<file path="src/rtl/fll_ctrl.sv">
// fll_ctrl: frequency-locked-loop controller for the LC-DCO, ref_clk domain only.
// Counts rising edges of the divided DCO clock over a programmable window,
// reports the signed error against a target count, moves the DCO code by a
// saturating step when out of range, and tracks lock with separate
// acquire/release hysteresis.
//
// Ports:
//   ref_clk, reset        clock; synchronous active-low reset
//   enable                run request; low parks the loop in IDLE
//   dco_divclk            divided DCO clock (asynchronous, sampled as data)
//   win_len               window length in ref_clk cycles (0 acts as 1)
//   target_cnt            expected edges per window
//   lock_range            in range when |freq_err| <= lock_range
//   step_size, code_init  correction magnitude; code loaded on start
//   meas_cnt, freq_err    last window edge count; target - count (signed)
//   freq_update           one-cycle pulse per applied correction
//   freq_incr_decr        direction of the last correction (1 = up)
//   dco_code, fll_locked  DCO control code; lock status
module fll_ctrl #(
  parameter int CNT_W          = 10,
  parameter int CODE_W         = 6,
  parameter int LOCK_WINDOWS   = 3,
  parameter int UNLOCK_WINDOWS = 2
) (
  input  logic              ref_clk,
  input  logic              reset,
  input  logic              enable,
  input  logic              dco_divclk,
  input  logic [CNT_W-1:0]  win_len,
  input  logic [CNT_W-1:0]  target_cnt,
  input  logic [CNT_W-1:0]  lock_range,
  input  logic [CODE_W-1:0] step_size,
  input  logic [CODE_W-1:0] code_init,
  output logic [CNT_W-1:0]  meas_cnt,
  output logic [CNT_W:0]    freq_err,
  output logic              freq_update,
  output logic              freq_incr_decr,
  output logic [CODE_W-1:0] dco_code,
  output logic              fll_locked
);
  localparam int LRUN_W = $clog2(LOCK_WINDOWS + 1);
  localparam int URUN_W = $clog2(UNLOCK_WINDOWS + 1);

  typedef enum logic [1:0] {IDLE, MEASURE, EVAL, UPDATE} state_t;
  state_t state, state_nxt;

  logic [1:0]        sync;
  logic              hist;
  logic              rise;
  logic [CNT_W-1:0]  win_cnt, edge_cnt, win_last;
  logic [CNT_W:0]    err_mag;
  logic              in_range, err_pos;
  logic [CODE_W:0]   code_up;
  logic [CODE_W-1:0] code_nxt;
  logic [LRUN_W-1:0] in_run, in_run_inc;
  logic [URUN_W-1:0] out_run, out_run_inc;

  // sync[1] & ~hist: one-cycle strobe per rising edge, 3 cycles after the pin
  assign rise     = sync[1] & ~hist;
  assign win_last = (win_len == '0) ? '0 : win_len - CNT_W'(1);

  // |freq_err| always fits CNT_W bits since both operands were unsigned CNT_W
  assign err_mag  = freq_err[CNT_W] ? ('0 - freq_err) : freq_err;
  assign in_range = (err_mag <= {1'b0, lock_range});
  assign err_pos  = ~freq_err[CNT_W] && (freq_err != '0);

  assign code_up  = {1'b0, dco_code} + {1'b0, step_size};

  always_comb begin
    code_nxt = dco_code;
    if (err_pos) code_nxt = code_up[CODE_W] ? '1 : code_up[CODE_W-1:0];
    else         code_nxt = (step_size > dco_code) ? '0 : dco_code - step_size;
  end

  assign in_run_inc  = (in_run == LRUN_W'(LOCK_WINDOWS)) ? in_run : in_run + LRUN_W'(1);
  assign out_run_inc = (out_run == URUN_W'(UNLOCK_WINDOWS)) ? out_run : out_run + URUN_W'(1);

  always_ff @(posedge ref_clk) begin
    if (!reset) state <= IDLE;
    else        state <= state_nxt;
  end

  always_comb begin
    state_nxt = state;
    case (state)
      IDLE:    if (enable) state_nxt = MEASURE;
      // >= rather than == so a window shortened mid-flight still closes
      MEASURE: if (win_cnt >= win_last) state_nxt = EVAL;
      EVAL:    state_nxt = UPDATE;
      UPDATE:  state_nxt = MEASURE;
      default: state_nxt = IDLE;
    endcase
    if (!enable) state_nxt = IDLE;
  end

  always_ff @(posedge ref_clk) begin
    if (!reset) begin
      sync           <= '0;
      hist           <= 1'b0;
      win_cnt        <= '0;
      edge_cnt       <= '0;
      meas_cnt       <= '0;
      freq_err       <= '0;
      freq_update    <= 1'b0;
      freq_incr_decr <= 1'b0;
      dco_code       <= code_init;
      fll_locked     <= 1'b0;
      in_run         <= '0;
      out_run        <= '0;
    end else begin
      sync        <= {sync[0], dco_divclk};
      hist        <= sync[1];
      freq_update <= 1'b0;
      if (!enable) begin
        // abort: drop lock and history, keep the code where it is
        fll_locked <= 1'b0;
        in_run     <= '0;
        out_run    <= '0;
      end else begin
        case (state)
          IDLE: begin
            dco_code <= code_init;
            win_cnt  <= '0;
            edge_cnt <= '0;
          end
          MEASURE: begin
            win_cnt <= win_cnt + CNT_W'(1);
            if (rise && (edge_cnt != '1)) edge_cnt <= edge_cnt + CNT_W'(1);
          end
          EVAL: begin
            meas_cnt <= edge_cnt;
            freq_err <= {1'b0, target_cnt} - {1'b0, edge_cnt};
          end
          UPDATE: begin
            win_cnt  <= '0;
            edge_cnt <= '0;
            if (in_range) begin
              out_run <= '0;
              in_run  <= in_run_inc;
              if (in_run_inc == LRUN_W'(LOCK_WINDOWS)) fll_locked <= 1'b1;
            end else begin
              freq_update    <= 1'b1;
              freq_incr_decr <= err_pos;
              dco_code       <= code_nxt;
              in_run         <= '0;
              out_run        <= out_run_inc;
              if (out_run_inc == URUN_W'(UNLOCK_WINDOWS)) fll_locked <= 1'b0;
            end
          end
          default: ;
        endcase
      end
    end
  end
endmodule

</file>
<file path="config.mk">
export PLATFORM = sky130hd
export DESIGN_NAME = fll_ctrl
export DESIGN_NICKNAME = d
export VERILOG_FILES = /design/src/rtl/fll_ctrl.sv
export SDC_FILE = /design/constraint.sdc
export NUM_CORES = 1
export LEC_CHECK = 0
export CORE_MARGIN = 2
export CORE_UTILIZATION = 50
export CTS_BUF_LIST = sky130_fd_sc_hd__clkbuf_2 sky130_fd_sc_hd__clkbuf_4 sky130_fd_sc_hd__clkbuf_8
export DETAILED_ROUTE_END_ITERATION = 12
export GPL_ROUTABILITY_DRIVEN = 0
export HOLD_SLACK_MARGIN = 0.15
export MAX_ROUTING_LAYER = met4
export PLACE_DENSITY = 0.75
export SLEW_MARGIN = 15
export SYNTH_ARGS = -nofsm -noshare
export SYNTH_HDL_FRONTEND = slang
export SYNTH_SLANG_ARGS = --single-unit
</file>
<file path="constraint.sdc">
create_clock -name ref_clk -period 3.6 [get_ports ref_clk]
set_clock_uncertainty 0.05 [all_clocks]
set_input_delay 0.72 -clock ref_clk [delete_from_list [all_inputs] [get_ports ref_clk]]
set_output_delay 0.72 -clock ref_clk [all_outputs]
set_load 0.005 [all_outputs]
</file>
== After elaboration in Yosys (flattened, before gate mapping) ==
Cells that the tools add are included.

* Bits in registers: 59
* Bits in latches: 0
* Bits in writable memories: 0
* Output and inout bits: 30
* Input port bits: 46
* ROM bits: 0
* Memories: 0

* Add/subtract/negate cells: 9
* Bitwise logic cells: 4
* Magnitude comparators: 3
* Reduce and logical (&&, ||, !) cells: 16
* Multipliers: 0
* Multiplexer cells: 22
* Divide/modulo/power cells: 0
* Shift-type cells: 0
* Equal/unequal tests: 14

{| class="wikitable"
|+ Operators by type and width
! operator !! number
|-
| $pmux 10 s2 || 2
|-
| $mux 6 || 6
|-
| $add 10x1->10 const B || 2
|-
| $mux 10 || 2
|-
| $reduce_and 3->1 || 5
|-
| $eq 2x2->1 const B || 6
|-
| $pmux 6 s2 || 1
|-
| $le 11x10->1 || 1
|-
| $mux 11 || 1
|-
| $reduce_bool 11->1 || 1
|-
| $sub 1x11->11 const A || 1
|-
| $sub 10x10->11 || 1
|-
| $ge 10x10->1 || 1
|-
| $logic_not 10->1 || 1
|-
| $mux 2 || 5
|-
| $ne 10x10->1 const B || 1
|-
| $sub 10x1->10 const B || 1
|-
| $add 6x6->7 || 1
|-
| $gt 6x6->1 || 1
|-
| $pmux 2 s3 || 1
|-
| $reduce_and 2->1 || 3
|-
| $sub 6x6->6 || 1
|-
| $add 2x1->2 const B || 2
|-
| $mux 1 || 4
|-
| other kinds (11) || 17
|}

== Depth between registers and ports, before layout ==
Gate-level depths: netlist of run 1.

* Depth in word-level cells: 7
* Depth in mapped cells: 13
* Gate-level depth less buffers: 13

== Worst setup path before layout of run 1 ==
Ideal clock, no wire load.

* Kind: in2reg
* From: in win_len[7]
* To: reg state[1]
* Arrival: 3.048 ns
* Stages: 11
* Library setup time: 0.072 ns
* Slack: 0.430 ns
* Cells stage by stage: or4_1 > nor2_1 > nand4b_1 > and2_1 > ha_1 > nand2b_1 > a21o_1 > a21oi_1 > o21ai_1 > a31oi_1 > mux2i_1

* Word-level cells in the longest chain between the ends: 4

{| class="wikitable"
|+ RTL lines
! item !! line !! source
|-
| from (decl) || 29 || <nowiki>input logic [CNT_W-1:0] win_len,</nowiki>
|-
| $sub 10x1->10 / $logic_not 10->1 (equally long branches) || 60 || <nowiki>assign win_last = (win_len == '0) ? '0 : win_len - CNT_W'(1);</nowiki>
|-
| $mux 10 * || 60 ||
|-
| $ge 10x10->1 * || 88 || <nowiki>MEASURE: if (win_cnt >= win_last) state_nxt = EVAL;</nowiki>
|-
| $ne 2x2->1 (no line) * || - ||
|-
| to (signal assigned) || 80 || <nowiki>else state <= state_nxt;</nowiki>
|-
| to (decl) || 45 || <nowiki>state_t state, state_nxt;</nowiki>
|}

Every way passes the cells marked *; elsewhere a longest branch is shown, timed or not.
A chain may end at the register's enable or synchronous reset.

== Worst setup path after layout of run 1 ==
Ends and elaborated chain as after synthesis.

==> summary.md, run 1 <==
| Metric | Value |
|---|---|
| P&R area growth vs syn | 24.3% |
| FP Rows | 34 |
| Worst skew pair latency | approximately 340 ps |
| Worst setup SP type | input pin |
| Worst slew margin | 48.1% |
| CTS-repair resized insts | 0 |
| Power Total | ~1.6 mW |
| Worst-margin pin slew | 778 ps |
| DR vias/cell | 5.45 |
| Critical Path Max Stage Delay | 570 ps |
| Worst vdd ir | between 0.2 and 0.3 mV |
| Sequential fraction of the synthesis area | approximately 28% |
| Critical path buffers and inverters | 1 |
| Hold_buf cts | 0 |
| Global Route Usage Sum | 22.2% |
| Synth Flop Type | dfxtp_1 |
| Pwr dens | 287 nW/um^2 |
| Worst-path cell chain | clkdlybuf4s50_1 -> or4_1 -> nor2_1 -> nand4b_1 -> and2_1 -> ha_1 -> nand2b_1 -> a21o_1 -> a21oi_1 -> o21ai_1 -> a31oi_1 -> mux2i_1 |
| CP required | 3820 ps |
| Worst setup EP type | flop |
| Fin crit share | 89.9% |
| Number of CTS-inserted buffers | 9 |
| Nets | 716 |
| Core ar. | 8590 um^2 |
| CTS tree | done |
| Critical path's slowest cell | or4_1 |
| DR iter-0 viols | ~130 |
| Total I/O pin count | 76 |
| Worst path top cell family by delay | simple AND/OR/NAND/NOR gates |
| Syn Inst Count | 534 |
| Wire length of the first global-routing pass | 17.3 mm |
| Avg Inst Size Synth | about 8.2 um^2 |
| RSZ-0062 raised after global routing | false |
| Status | complete, no violations |
| Critical path arrival | about 3500 ps |
| Crit Path Max Fanout | 2 |
| Largest net degree at the start of global routing | 41 |
| Worst Hold Class | flop to flop |
| Crit Path Category | input pin to flop |
| Sink Count | approximately 60 |
| Final min period | 3240 ps |
| Vias | between 3k and 4k |
| Final hold vios | 0 |
| Cell Area, Synth | 4370 um^2 |
| Drc violations | 0 |
| Fraction of layout cells with a size suffix above 1 | 6.14% |
| Die H | 97.5 um |
| Die width | 97.5 um |
| Asr flop ratio synth | 0% |
| Setup Buffers After CTS | 0 |
| Initial antenna violation count | 0 |
| CTS H-tree depth | 3 |
| Post-synthesis cell type count | 66 |
| Clk Tree Root Cell | clkbuf_8 |
| Antenna-violating nets left | 0 |
| Max Fclk | 309 MHz |
| Pre-antenna DRT Iters | 4 |
| #FFs+latches synth | 59 |
| Leak | ~2.2 nW |
| Detail Placement HPWL | 7.77 mm |
| Starting density of the core | 50.8% |
| Avg WL per Cell | between 10 and 15 um |
| Setup violators final | 0 |
| CTS clock-pin slew for the worst setup and hold paths | ~70 ps |
| Syn Nets | 636 |
| Fill cells | 773 |
| Vias in the first global route | ~3.9k |
| Port Buffers | 75 |
| Routed wire length | 10.1 mm |
| Max-slew violations | 0 |
| Yosys warns | 0 |
| Setup Total Neg Slack | 0 ps |
| Antenna diodes | 0 |
| Die Area | 9500 um^2 |
| Total grt overflow | 0 |
| EDFF count, synth | 6 |
| Layout Utilization | 63.2% |
| Bufs on Longest Clock Path | 2 |
| Number of max-cap violations | 0 |
## logic make-up after synthesis
group | share of synthesized area (%)
AOI/OAI and AO/OA | 19.0
xor gates and xnor gates | 7.02
adders and majority gates | 16.6
buffers and inverters | 5.58
DFF | 28.4
muxes | 0.687
and+or+nand+nor | 22.8
## synthesized netlist by cell type, types with 3 or more instances
cell type / count / area (um^2)
nand2_1: 72 / 270
dfxtp_1: 53 / 1060
ha_1: 53 / 663
inv_1: 46 / 173
nor2_1: 37 / 139
a21oi_1: 22 / 110
xnor2_1: 21 / 184
nand3_1: 17 / 85.1
o21ai_0: 15 / 75.1
xor2_1: 14 / 123
a21boi_0: 11 / 82.6
o21ai_1: 11 / 55.1
clkbuf_1: 10 / 37.5
nor3_1: 10 / 50.1
nand4_1: 9 / 56.3
nor2b_1: 9 / 56.3
and2_1: 8 / 50.1
nand2b_1: 8 / 50.1
o31ai_1: 7 / 52.6
and3_1: 6 / 37.5
edfxtp_1: 6 / 180
o211ai_1: 6 / 45.0
o21a_1: 6 / 45.0
a21o_1: 4 / 30.0
a211oi_1: 3 / 22.5
a221oi_1: 3 / 26.3
buf_2: 3 / 15.0
fa_1: 3 / 60.1
mux2i_1: 3 / 30.0
nand3b_1: 3 / 22.5
o21bai_1: 3 / 22.5
o311ai_1: 3 / 26.3
or3_1: 3 / 18.8
## state kept, by name (all words and copies together), names as in the netlist
register,flops
dco_code,6
edge_cnt,10
fll_locked,1
freq_err,11
freq_incr_decr,1
freq_update,1
hist,1
in_run,2
meas_cnt,10
out_run,2
state,2
sync,2
win_cnt,10
## layer usage
layer	vias up	part of all wire [%]	track usage, %
met2	87	49	37.6
met1	1831	46	27.2
met3	17	3.5	2.73
li1	2026	-	-
met5	-	0	-
met4	0	1.7	8.23
## cell type report
class | instances | area (um^2) | share of cell area (%)
multi-input combinational | 413 | 2880 | 53.1
sequential | 59 | 1240 | 22.9
timing repair buffer | 84 | 818 | 15.1
inverter | 47 | 176 | 3.25
tap | 108 | 135 | 2.49
clock buffer | 9 | 124 | 2.28
clock inverter | 7 | 52.6 | 0.968
## report_power, final
group	internal [mW]	leakage (nW)	switching, mW	total [mW]
registers	0.676	0.489	0.0137	0.690
clock network	0.253	0.0861	0.281	0.534
logic	0.164	1.67	0.172	0.336
total	1.09	2.24	0.467	1.56
## cell usage in the layout, fill, tap and decap left out, types with 3 or more instances in the layout
| cell type | instances |
|---|---|
| inv_1 | 46 |
| o311ai_1 | 3 |
| a221oi_1 | 3 |
| o21ai_0 | 15 |
| fa_1 | 3 |
| nand3b_1 | 3 |
| o21a_1 | 6 |
| a21o_1 | 4 |
| mux2i_1 | 3 |
| a21oi_1 | 22 |
| nand2b_1 | 8 |
| a211oi_1 | 3 |
| dfxtp_1 | 53 |
| ha_1 | 53 |
| nor2_1 | 37 |
| a21boi_0 | 11 |
| nand4_1 | 9 |
| clkbuf_8 | 9 |
| nand3_1 | 17 |
| o21ai_1 | 11 |
| xnor2_1 | 21 |
| o21bai_1 | 3 |
| nor2b_1 | 9 |
| xor2_1 | 14 |
| clkdlybuf4s50_1 | 75 |
| and3_1 | 6 |
| and2_1 | 8 |
| nor3_1 | 10 |
| nand2_1 | 72 |
| edfxtp_1 | 6 |
| o31ai_1 | 7 |
| o211ai_1 | 6 |
| or3_1 | 3 |
| buf_4 | 9 |
## stage by stage
stage	hold WS [ps]	setup WS [ps]	instances	cell area, um^2
2_1_floorplan	362	430	534	4370
6_report	387	363	727	5430
4_1_cts	390	380	727	5430
5_1_grt	397	159	727	5430
3_5_place_dp	373	46.2	711	5260
3_3_place_gp	366	106	711	5260
## worst paths after layout
path                                  start  cells after the start          end  slack (ps)
worst max-delay path             win_len[7]                     12     state[1]         360
worst min-delay path                sync[0]                      1      sync[1]         390
worst max register to register  freq_err[3]                     13  dco_code[0]         460
worst min register to register      sync[0]                      1      sync[1]         390
No activity file was read; power rests on OpenSTA's default activity.
==> run 2, diff against run 1 <==
Clock period 3.6 ns to 3 ns, I/O delays scaled along.
==> summary.md, run 2 (synthesized netlist as in run 1, its figures left out) <==
| Metric | Value |
|---|---|
| Global Route Usage Sum | 22.1% (-0.12 points) |
| Port Buffers | 75 (unchanged) |
| Final hold vios | 0 (unchanged) |
| Avg WL per Cell | 14.2 um (+2.2%) |
| Worst slew margin | 57.3% (+9.2 points) |
| Hold_sp | sync[0] |
| Met2 routed WL | 5.22 mm (+6.2%) |
| Die H | 97.5 um (unchanged) |
| Vias | 4076 (+2.9%) |
| Worst setup SP type | flop |
| Detail Placement HPWL | 7.97 mm (+2.5%) |
| R2R cell count | 12 (-1) |
| Crit Path Max Fanout | 5 (+3) |
| Most frequent cells in the layout | nand2_1 (72), clkdlybuf4s50_1 (71), ha_1 (52), dfxtp_1 (51), inv_1 (45) |
| Pre-antenna DRT Iters | 4 (unchanged) |
| Final Cell Area | 5710 um^2 (+5.2%) |
| Critical path's slowest cell | dfxtp_2 |
| Met1 WL | 4.76 mm (+2.0%) |
| Worst-margin pin slew | 636 ps (-142 ps) |
| Nets | 735 (+2.7%) |
| P&R area growth vs syn | 30.8% |
| Fin crit share | 98.8% |
| Largest net degree at the start of global routing | 23 (-44%) |
| FP Rows | 34 (unchanged) |
| Sink Count | 59 (unchanged) |
| Die Area | 9500 um^2 (unchanged) |
| Fill cells | 701 (-9.3%) |
| Met3 WL | 371 um (+6.3%) |
| Die width | 97.5 um (unchanged) |
| Critical path arrival | 3170 ps (-290 ps) |
| Filler-free cell count of the finished design | 746 (+2.6%) |
| Initial antenna violation count | 0 (unchanged) |
| Top routing layer in use | met4 |
| Fin worst setup slack | 35.2 ps (-327 ps) |
| Max reg flops | 11 (unchanged) |
| Flop2flop setup slack | 40 ps (-420 ps) |
| Drc violations | 0 (unchanged) |
| Hold Path Cell Cnt | 1 (unchanged) |
| Commonest non-fill, non-tap cell in the layout | nand2_1 |
| Bufs on Longest Clock Path | 2 (unchanged) |
| Worst reg2reg endpoint | in_run[1] |
| Worst Hold Endpoint | sync[1] |
| Core ar. | 8590 um^2 (unchanged) |
| CTS clock-pin slew for the worst setup and hold paths | 70 ps (about the same) |
| DR vias/cell | 5.46 (+0.28%) |
| Area of the multi-input gates | 2980 um^2 (+3.5%) |
| Setup Total Neg Slack | 0 ps (unchanged) |
| Antenna-violating nets left | 0 (unchanged) |
| Worst vdd ir | 0.262 mV (+2.1%) |
| Worst-path cell chain | inv_1 -> ha_4 -> nand2b_1 -> o41ai_2 -> xnor2_1 -> ha_1 -> and3_1 -> a221oi_2 -> a21oi_4 -> buf_4 -> or2_1 -> a211oi_2 |
| Worst skew pair latency | 330 ps (about the same) |
| Final min period | 2960 ps |
| Fraction of layout cells with a size suffix above 1 | 11.8% (+5.6 points) |
| Critical Path Max Stage Delay | 340 ps (-230 ps) |
| Pwr dens | 349 nW/um^2 (+22%) |
| Total I/O pin count | 76 (unchanged) |
| Number of CTS-inserted buffers | 9 (unchanged) |
| Total grt overflow | 0 (unchanged) |
| Number of max-cap violations | 0 (unchanged) |
| DR iter-0 viols | 146 (+15%) |
| Placed inst area | 5390 um^2 (+2.5%) |
| Hold slack | 394 ps (+6.95 ps) |
| Antenna diodes | 0 (unchanged) |
| Clk Tree Root Cell | clkbuf_8 |
| Crit Path Category | flop to flop |
| Leak | 2.41 nW (+7.6%) |
| Layout Utilization | 66.5% (+3.3 points) |
| Max-slew violations | 0 (unchanged) |
| RR Startpoint | freq_err[0] |
| Seq. cell area | 1240 um^2 (+0.20%) |
| CTS H-tree depth | 3 (unchanged) |
| Pre-CTS WS | -405 ps (-451 ps) |
| CP required | 3210 ps (-610 ps) |
| Worst Hold Class | flop to flop |
| Power Total | 2.00 mW (+28%) |
| Status | complete, no violations |
| Setup violators final | 0 (unchanged) |
| Wire length of the first global-routing pass | 17.3 mm (+0.12%) |
| Starting density of the core | 50.8% (unchanged) |
| Worst setup EP type | flop |
| Most flop-heavy register | freq_err |
| CTS tree | done |
| Max Fclk | 337 MHz |
| Dpl cells | 728 (+2.4%) |
| Routed wire length | 10.6 mm (+4.9%) |
| Vias in the first global route | 3920 (+1.1%) |
==> run 2: cell count changes in the layout (fill, tap and decap cells not counted), sizes merged <==
| cell | change |
|---|---|
| clkdlybuf4s50 | -4 |
| clkinvlp | -1 |
| buf | +19 |
| dlymetal6s2s | +4 |
| bufinv | +1 |
| clkinv | -1 |
| inv | +1 |
==> run 2: layer usage <==
metal	vias up	track usage (%)
li1	2063	-
met1	1900	26.2
met2	86	38.4
met3	27	2.81
met4	0	8.01
met5	-	-
==> run 2: worst max path at each step <==
stage | from | to | slack [ps]
CTS | win_len[7] | state[1] | 1
global placement | win_len[7] | state[1] | -300
global route | freq_err[0] | fll_locked | -70
finish | freq_err[0] | in_run[1] | 40
detailed placement | win_len[7] | state[1] | -400
floorplan | win_len[7] | state[1] | 10
==> run 2: worst max-delay path, delay by kind of cell, from the launching register on <==
| kind | cells | cell delay (ps) |
|---|---|---|
| buf+inv | 2 | 280 |
| flops | 1 | 340 |
| simple gates | 3 | 580 |
| compound gates | 4 | 1020 |
| fa+ha+maj | 2 | 490 |
| xor+xnor | 1 | 150 |
==> run 2: what timing repair did <==
action,in CTS,in global routing
gates resized for setup,4,23
hold buffers,0,0
pin swaps,1,12
endpoints found under the setup margin,3,13
setup buffers,1,1
==> run 2: layout make-up <==
cell class              count  share of cell area [%]
repair buffers            103                    17.1
multi-input cells         413                    52.2
flip-flops and latches     59                    21.8
clock inverters             7                    1.31
well taps                 108                    2.37
clock buffers               9                    2.17
inverters                  47                    3.09
==> run 2: where the power goes <==
group	leakage [nW]	internal [mW]	switching, mW	total (mW)
Combinational	1.82	0.216	0.218	0.434
Clock	0.101	0.389	0.346	0.735
Sequential	0.490	0.811	0.0153	0.827
Total	2.41	1.42	0.579	2.00
